===== config.mk =====
export PLATFORM = sky130hd
export DESIGN_NAME = ex_mem_skid
export DESIGN_NICKNAME = d
export VERILOG_FILES = /design/src/rtl/ex_mem_skid.sv
export SDC_FILE = /design/constraint.sdc
export NUM_CORES = 1
export LEC_CHECK = 0
export ABC_AREA = 1
export BUFFER_PORTS_ARGS = -buffer_cell sky130_fd_sc_hd__clkbuf_2
export CORE_ASPECT_RATIO = 0.6
export CORE_MARGIN = 4
export CORE_UTILIZATION = 25
export DETAILED_ROUTE_END_ITERATION = 6
export SYNTH_ARGS = -nofsm -noshare
export SYNTH_HDL_FRONTEND = slang
export SYNTH_SLANG_ARGS = --single-unit

===== constraint.sdc =====
create_clock -name clk -period 6.2 [get_ports clk]
set_input_delay 1.24 -clock clk [delete_from_list [all_inputs] [get_ports clk]]
set_output_delay 1.24 -clock clk [all_outputs]
set_load 0.005 [all_outputs]

===== src/rtl/ex_mem_skid.sv =====
// EX/MEM pipeline register with a two-entry skid buffer: MAIN drives the MEM stage,
// SKID absorbs one extra payload so in_ready can be registered.
module ex_mem_skid (
  input  logic        clk,
  input  logic        reset,
  input  logic        in_valid,
  output logic        in_ready,
  input  logic [31:0] in_result,
  input  logic        in_zero,
  input  logic [31:0] in_store,
  input  logic [4:0]  in_rd,
  input  logic [2:0]  in_ctl,
  input  logic        flush,
  output logic        out_valid,
  input  logic        out_ready,
  output logic [31:0] out_result,
  output logic        out_zero,
  output logic [31:0] out_store,
  output logic [4:0]  out_rd,
  output logic [2:0]  out_ctl,
  output logic        fwd_valid,
  output logic [4:0]  fwd_rd,
  output logic [31:0] fwd_data,
  output logic [1:0]  occupancy
);

  localparam logic [1:0] ST_EMPTY = 2'd0;
  localparam logic [1:0] ST_ONE   = 2'd1;
  localparam logic [1:0] ST_FULL  = 2'd2;

  // Entry layout: {result[31:0], zero, store[31:0], rd[4:0], ctl[2:0]}
  logic [1:0]  r_state;
  logic [1:0]  w_state_d;
  logic [72:0] r_main;
  logic [72:0] r_skid;
  logic [72:0] w_main_d;
  logic [72:0] w_skid_d;
  logic [72:0] w_cap;
  logic [72:0] w_out;
  logic        r_in_ready;
  logic        w_accept;
  logic        w_drain;
  logic        w_out_valid;

  assign w_out_valid = (r_state != ST_EMPTY);
  assign w_accept    = in_valid & r_in_ready;
  assign w_drain     = w_out_valid & out_ready;

  // Writes to $zero are squashed at capture so forwarding never sees them.
  assign w_cap = {in_result, in_zero, in_store, in_rd,
                  in_ctl[2] & (in_rd != 5'd0), in_ctl[1:0]};

  always_comb begin
    w_state_d = r_state;
    w_main_d  = r_main;
    w_skid_d  = r_skid;
    if (flush) begin
      w_state_d = ST_EMPTY;
      w_main_d  = '0;
      w_skid_d  = '0;
    end else begin
      case (r_state)
        ST_EMPTY: begin
          if (w_accept) begin
            w_main_d  = w_cap;
            w_state_d = ST_ONE;
          end
        end
        ST_ONE: begin
          if (w_accept && w_drain) begin
            w_main_d = w_cap;
          end else if (w_accept) begin
            w_skid_d  = w_cap;
            w_state_d = ST_FULL;
          end else if (w_drain) begin
            w_main_d  = '0;
            w_state_d = ST_EMPTY;
          end
        end
        ST_FULL: begin
          if (w_drain) begin
            w_main_d  = r_skid;
            w_skid_d  = '0;
            w_state_d = ST_ONE;
          end
        end
        default: begin
          w_state_d = ST_EMPTY;
          w_main_d  = '0;
          w_skid_d  = '0;
        end
      endcase
    end
  end

  always_ff @(posedge clk or posedge reset) begin
    if (reset) begin
      r_state    <= ST_EMPTY;
      r_main     <= '0;
      r_skid     <= '0;
      r_in_ready <= 1'b0;
    end else begin
      r_state    <= w_state_d;
      r_main     <= w_main_d;
      r_skid     <= w_skid_d;
      r_in_ready <= (w_state_d != ST_FULL);
    end
  end

  assign w_out = w_out_valid ? r_main : '0;

  assign in_ready   = r_in_ready;
  assign out_valid  = w_out_valid;
  assign out_result = w_out[72:41];
  assign out_zero   = w_out[40];
  assign out_store  = w_out[39:8];
  assign out_rd     = w_out[7:3];
  assign out_ctl    = w_out[2:0];
  assign occupancy  = r_state;

  assign fwd_valid = w_out_valid & w_out[2];
  assign fwd_rd    = fwd_valid ? w_out[7:3] : 5'd0;
  assign fwd_data  = fwd_valid ? w_out[72:41] : 32'd0;

endmodule


### Word level (Yosys, flattened, before mapping)

Index checks and enable logic that the tools add are counted.

| storage, ports and cells | value |
|---|---|
| logic and storage cells | 44 |
| bits of input ports | 78 |
| output and inout bits | 115 |
| bits in registers | 149 |

| operators by class | value |
|---|---|
| equal/unequal tests | 10 |
| muxes and demuxes | 20 |
| reduce and logical (&&, ||, !) cells | 6 |
| bitwise operators | 4 |

Operators by type and width:

| kind | count |
|---|---|
| 73-bit two-way mux | 9 |
| 73-bit one-hot mux with 3 select lines | 2 |
| 32-bit two-way mux | 1 |
| 2-bit two-way mux | 6 |
| 3-bit != test (second input constant) | 4 |
| 4-bit != test (second input constant) | 2 |
| 4-bit AND reduction | 2 |
| 2-bit one-hot mux with 3 select lines | 1 |
| 5-bit two-way mux | 1 |
| 5-bit nonzero test | 1 |
| 1-bit bitwise AND | 4 |
| 2-bit != test (second input constant) | 2 |
| 2-bit by 1-bit equality test with 1-bit output (second input constant) | 1 |
| 2-bit equality test (second input constant) | 1 |
| 2-bit logical NOT | 1 |
| 2-bit nonzero test | 1 |
| 1-bit logical AND | 1 |

### Depth between registers and ports, before layout

Gate-level depths: netlist (run 1).

| depth | value |
|---|---|
| depth after elaboration | 8 |
| mapped depth | 10 |
| mapped depth without buffers | 8 |

### Worst setup path before layout (run 1)

Ideal clock, no wire load.

| timing | value |
|---|---|
| path type | flip-flop to output port |
| start point | reg r_state[1], in the netlist occupancy[1] |
| end point | out out_result[21] |
| data required time | 4,960 ps |
| stages on the path, launching flop included | 6 |
| arrival | 1,401 ps |
| setup slack | 3,559 ps |
| path buffers | 3 |
| path through | dfrtp_1 -> buf_4 -> nor2_1 -> clkbuf_1 -> clkbuf_1 -> nor2_1 |

| between the ends | value |
|---|---|
| word-level cells in the longest chain between the ends | 2 |

RTL lines:

| element | RTL line | RTL |
|---|---|---|
| start, declared | 32 | `logic [1:0] r_state;` |
| start signal, assigned | 103 | `r_state <= w_state_d;` |
| 2-bit nonzero test | 45 | `assign w_out_valid = (r_state != ST_EMPTY);` |
| 73-bit two-way mux | 110 | `assign w_out = w_out_valid ? r_main : '0;` |
| end, declared | 16 | `output logic [31:0] out_result,` |

Every way passes these cells.

### Worst setup path after layout (run 1)

| timing | value |
|---|---|
| start point | reg r_state[0], in the netlist occupancy[0] |
| end point | out fwd_data[1] |

| between the ends | value |
|---|---|
| word-level cells in the longest chain between the ends | 4 |

RTL lines:

| element | RTL line | RTL |
|---|---|---|
| 2-bit nonzero test * | 45 |  |
| 73-bit two-way mux | 110 |  |
| 1-bit bitwise AND | 121 | `assign fwd_valid = w_out_valid & w_out[2];` |
| 32-bit two-way mux * | 123 | `assign fwd_data = fwd_valid ? w_out[72:41] : 32'd0;` |
| end, declared | 23 | `output logic [31:0] fwd_data,` |

Mark *: on every way between the ends. The rest lies on a longest branch, timed or not.

==> results of run 1 <==
[kinds of logic after synthesis]
| logic type | share of synthesized area (%) |
|---|---|
| buf+inv | 11.9 |
| flops | 45.8 |
| simple gates | 29.1 |
| compound gates | 13.2 |
[cell usage in the layout, fill, tap and decap left out, drive strengths merged]
cell type	count
o21bai	1
o211ai	2
o22ai	1
buf	11
nand3	21
nor3b	1
clkbuf	214
nand4	1
clkinv	6
nor2	134
clkinvlp	4
nor3	115
a21oi	3
nor4	1
a22oi	1
nand2	307
o21ai	194
a31oi	8
dfrtp	149
inv	153
[layout make-up]
class | count | area share [%]
multi-input combinational | 790 | 35.2
clock inverter | 8 | 0.505
tap | 416 | 5.25
sequential | 149 | 37.6
inverter | 155 | 5.92
timing repair buffer | 202 | 10.5
clock buffer | 23 | 5.02
[cells in the mapped netlist (8+ instances only)]
cell	count
clkbuf_1	56
o21ai_1	100
nor2_1	132
dfrtp_1	149
nand3_1	21
inv_1	149
nor3_1	115
nand2_1	306
o21ai_0	94
buf_4	13
buf_2	16
a31oi_1	8
[how the worst min path moves through the flow]
stage	endpoint	from	slack, ps
after floorplan	r_skid[0]$_DFFE_PP0P_	r_skid[0]$_DFFE_PP0P_	440
after CTS	r_skid[43]$_DFFE_PP0P_	r_skid[43]$_DFFE_PP0P_	470
after global routing	r_skid[61]$_DFFE_PP0P_	r_skid[61]$_DFFE_PP0P_	480
final	r_skid[46]$_DFFE_PP0P_	r_skid[46]$_DFFE_PP0P_	470
after detailed placement	r_skid[43]$_DFFE_PP0P_	r_skid[43]$_DFFE_PP0P_	460
after global placement	r_skid[48]$_DFFE_PP0P_	r_skid[48]$_DFFE_PP0P_	450
[sequential cells by signal, summed over array words and instances, names as in the netlist]
| name | flops |
|---|---|
| in_ready | 1 |
| occupancy | 2 |
| r_main | 73 |
| r_skid | 73 |
[report_power, final]
| part | switching (mW) | internal [mW] | total, mW |
|---|---|---|---|
| sequential | 0.0317 | 1.05 | 1.08 |
| combinational | 0.321 | 0.121 | 0.442 |
| clock | 0.420 | 0.559 | 0.979 |
| total | 0.773 | 1.73 | 2.50 |
[worst min-delay path: stages (launching register included)]
cell and delay (ps):
dfrtp_1 340, nand2_1 50, nand2_1 40
[routing by layer]
layer	wire length (um)	share of wire [%]	GRT usage, %	vias up
met2	11500	43	22.9	254
met5	21	0.078	0	-
met1	13200	49	21.5	3730
met4	393	1.5	3.38	4
met3	1730	6.4	3.79	31
li1	-	-	-	3984
[metrics by stage]
stage / hold slack [ps] / setup slack [ps] / total power, mW / cells
5_1_grt: 481 / 1910 / 2.64 / 1743
2_1_floorplan: 442 / 952 / 1.38 / 1179
6_report: 469 / 2110 / 2.50 / 1743
3_3_place_gp: 454 / 1940 / 1.54 / 1712
3_5_place_dp: 458 / 1820 / 1.54 / 1712
4_1_cts: 473 / 2020 / 2.54 / 1743
==> metrics.csv, run 1 <==
metric,value,unit
final_nets,1393,
cts-buffers-inserted,17,
rows,50,
holdPathStages,2,
yosys_register_bits,149,
cts-hold-fix-buffers,0,
pin_count,193,
irDropWorstVdd,171,uV
setup-violations-final,0,
synth-edff-count,0,
drive_above_1_share,18.5,%
critPathTopFamily,simple AND/OR/NAND/NOR gates,
period_minus_slack,4090,ps
seq_area_frac_synth,45.8,%
cts_tree,yes,
yosys_warnings,0,
fin_tns_setup,0,ps
synth_flop_cell,dfrtp_1,
ys_types,24,
antenna_cells,0,
tightest_slew,1090,ps
crit_path_end,fwd_data[1],
critPathRequiredTime,4960,ps
place_area,9370,um^2
p_leak,4.87,nW
first_pass_iters,5,
grt_overflow,0,
avgSynthCellArea,6.91,um^2
slew_headroom,27.6,%
skew,10.6,ps
grt_first_pass_wirelength,42300,um
seq_area,3730,um^2
fin_area,9910,um^2
period_share,66.0,%
dr.first_iter.drc_count,717,
track_usage,15.0,%
critPathMostFrequentCell,nor2_1,
postRouteAntennaNets,0,
crit_type,reg -> out,
clock_latency,440,ps
rsz0062_at_grt,no,
clkTransAtPathRegs,70,ps
ff2ff_path_depth,8,
synthCells,1179,
cpMaxStageDelayCell,inv_1,
utilization,31.3,%
drcViolationCount,0,
clk_path_buf_depth,2,
drt-wirelength-per-cell,15.4,um
status,finished clean,
core_area,31700,um^2
antenna_found_initial,2,
hold_violations,0,
r2r-start,occupancy[0]$_DFF_PP0_,
io_buffer_count,192,
grt_max_degree,100,
synth.area.top_cells,"dfrtp_1, nand2_1, nor3_1",
cts_num_sinks,149,
worstPathMaxFanout,37,
cp.arrival,2850,ps
cts_setup_buffers,0,
cellPowerDensity,252,nW/um^2
crit_buf_inv,2,
syn_nets,1257,
cts_root_buffer,clkbuf_16,
cp_slowest_stage_delay,740,ps
path_depth,5,
crit_chain,nor2_4 > nor2_1 > inv_1 > nor2_1 > clkbuf_2,
die-area,35600,um^2
yosys.area.top_type,dfrtp_1,
synth_top_cell_area_share,45.8,%
chipWidth,241,um
vias_per_cell,4.59,
hold_path_class,reg -> reg,
routed-via-count,8003,
critPathCaptureType,output pin,
r2r-end,r_main[16]$_DFFE_PP0P_,
finalWirelength,26800,um
fill_cells,3488,
area.growth.synth_to_final,21.7,%
grt_pass1_vias,7450,
routabilityCongestion,0.761,
reg2reg_slack,2600,ps
syn_area,8140,um^2
cts.repair.resized,0,
drv_slew,0,
maxCapViolCount,0,
synth-async-reset-ratio,100,%
fmax,244,MHz
start_util,25.7,%
multiInputGateArea,3490,um^2
cp-startpoint,occupancy[0]$_DFF_PP0_,
fp.dieH,148,um
cts_max_level,4,
place_hpwl,17400,um
startpoint_type,flip-flop,
No activity file was read; power rests on OpenSTA's default activity.
==> inputs of run 2 (changes only) <==
Clock period 6.2 ns to 4.2 ns, I/O delays scaled along.
==> run 2 against run 1 <==
  * Non-clock buffer count is 4 higher
  * Critical path type unchanged
  * Hold slack about the same
  * First-iteration DRC count increased by 2.1%
  * Largest cell class unchanged
  * Largest power group is now clock
==> metrics.csv, run 2 (synthesis gave the netlist of run 1 again) <==
metric,value,unit
drcViolationCount,0,
clkTransAtPathRegs,60,ps
crit_buf_inv,2,
chipWidth,241,um
pwr-share-clk,41.8,%
rows,50,
crit_chain,nor2_4 > buf_4 > nor2_1 > clkbuf_2,
clk_path_buf_depth,2,
slew_headroom,23.9,%
drv_slew,0,
cts_num_sinks,149,
period_minus_slack,3240,ps
grt_max_degree,150,
critPathRequiredTime,3360,ps
skew,7.94,ps
p_leak,4.93,nW
startpoint_type,flip-flop,
maxCapViolCount,0,
min-delay-start,r_skid[34]$_DFFE_PP0P_,
die-area,35600,um^2
ff2ff_path_depth,7,
drt-wirelength-per-cell,15.9,um
p_int,2.74,mW
critPathTopFamily,buffers and inverters,
setup-violations-final,0,
io_buffer_count,192,
worstPathMaxFanout,94,
mostFrequentLayoutCells,"nand2_1, clkbuf_2, dfrtp_1, inv_1, nor2_1",
hold-path-endpoint,r_skid[34]$_DFFE_PP0P_,
pin_count,193,
rsz0062_at_grt,no,
cts.repair.resized,0,
holdPathStages,2,
power_switching,1.16,mW
finalWirelength,27800,um
routed-via-count,8180,
seqPwrFrac,40.8,%
grt_pass1_vias,7669,
p_sw_share,29.8,%
hold_path_class,reg -> reg,
postRouteAntennaNets,0,
first_pass_iters,5,
track_usage,15.6,%
setup_slack,962,ps
grt_first_pass_wirelength,43700,um
routabilityCongestion,0.753,
cp.arrival,2400,ps
fin_tns_setup,0,ps
dr.first_iter.drc_count,732,
critPathCaptureType,output pin,
final_common_cell,nand2_1,
area.growth.synth_to_final,23.3,%
irDropWorstVdd,266,uV
crit_type,reg -> out,
vias_per_cell,4.68,
cts_root_buffer,clkbuf_16,
tightest_slew,1140,ps
fmax,309,MHz
cp_slowest_stage_delay,800,ps
fin_area,10000,um^2
comb_power_share,17.4,%
cts-hold-fix-buffers,0,
place_hpwl,17800,um
reg2reg_slack,1130,ps
cts-buffers-inserted,17,
dp_slack,737,ps
clock_latency,440,ps
place_area,9420,um^2
grt_overflow,0,
r2r-end,r_main[43]$_DFFE_PP0P_,
hold_violations,0,
cellPowerDensity,389,nW/um^2
final_cell_count_no_fill,1748,
start_util,25.7,%
drive_above_1_share,18.8,%
final_nets,1397,
period_share,77.1,%
core_area,31700,um^2
r2r-start,occupancy[0]$_DFF_PP0_,
dp_cells,1716,
cts_max_level,4,
status,finished clean,
fp.dieH,148,um
cts_tree,yes,
cts_setup_buffers,0,
antenna_found_initial,2,
cpMaxStageDelayCell,buf_4,
==> run 2: cell types whose count changed in the layout (fill, tap and decap cells not counted), sizes merged <==
| cell | before | now |
|---|---|---|
| diode | 0 | 1 |
| inv | 153 | 152 |
| clkinvlp | 4 | 2 |
| bufinv | 0 | 3 |
| buf | 11 | 15 |
==> run 2: how the worst max path moves through the flow <==
stage / start / endpoint / slack [ps] / cells past startpoint
after floorplan: reset / in_ready$_DFF_PP0_ / 1490 / 1
after detailed placement: flush / r_main[40]$_DFFE_PP0P_ / 740 / 8
after global routing: occupancy[0]$_DFF_PP0_ / fwd_data[6] / 820 / 5
after global placement: flush / r_main[34]$_DFFE_PP0P_ / 800 / 8
final: occupancy[0]$_DFF_PP0_ / out_store[23] / 960 / 4
after CTS: occupancy[1]$_DFF_PP0_ / out_store[22] / 930 / 4
==> run 2: layer usage <==
| layer | vias to the layer above | track usage [%] | wire length (um) |
|---|---|---|---|
| met5 | - | 0 | 20 |
| met3 | 29 | 3.60 | 1970 |
| met1 | 3851 | 22.7 | 13600 |
| li1 | 3985 | - | - |
| met2 | 313 | 23.3 | 11800 |
| met4 | 2 | 4.41 | 455 |
==> run 2: area by class of cell <==
type                            count  area [um^2]
Antenna cell                        1         2.50
Clock buffer                       23          498
Clock inverter                      8          121
Fill cell                        3483        21600
Inverter                          155          586
Multi-Input combinational cell    790         3490
Sequential cell                   149         3730
Tap cell                          416          520
Timing Repair Buffer              206         1090
==> run 2: worst register-to-register path, cell delays in order, from the launching register on <==
cell	delay, ps
dfrtp_1	550
nor2_4	200
buf_4	800
nand3_1	160
nand3_1	370
inv_2	390
buf_4	320
o21ai_0	190
==> run 2: stage by stage <==
stage          utilization, %  power [mW]  hold slack (ps)
6_report                 31.7        3.90              470
5_1_grt                  31.7        4.10              489
4_1_cts                  31.7        3.96              474
3_5_place_dp             29.8        2.30              458
3_3_place_gp             29.8        2.29              453
2_1_floorplan               -        2.04              442
==> run 2: power groups by stage <==
stage	Clock, mW	Sequential (mW)	Combinational, mW
6_report	1.63	1.59	0.680
5_1_grt	1.73	1.60	0.765
4_1_cts	1.68	1.59	0.686
3_5_place_dp	0	1.62	0.686
3_3_place_gp	0	1.62	0.677
2_1_floorplan	0	1.60	0.439
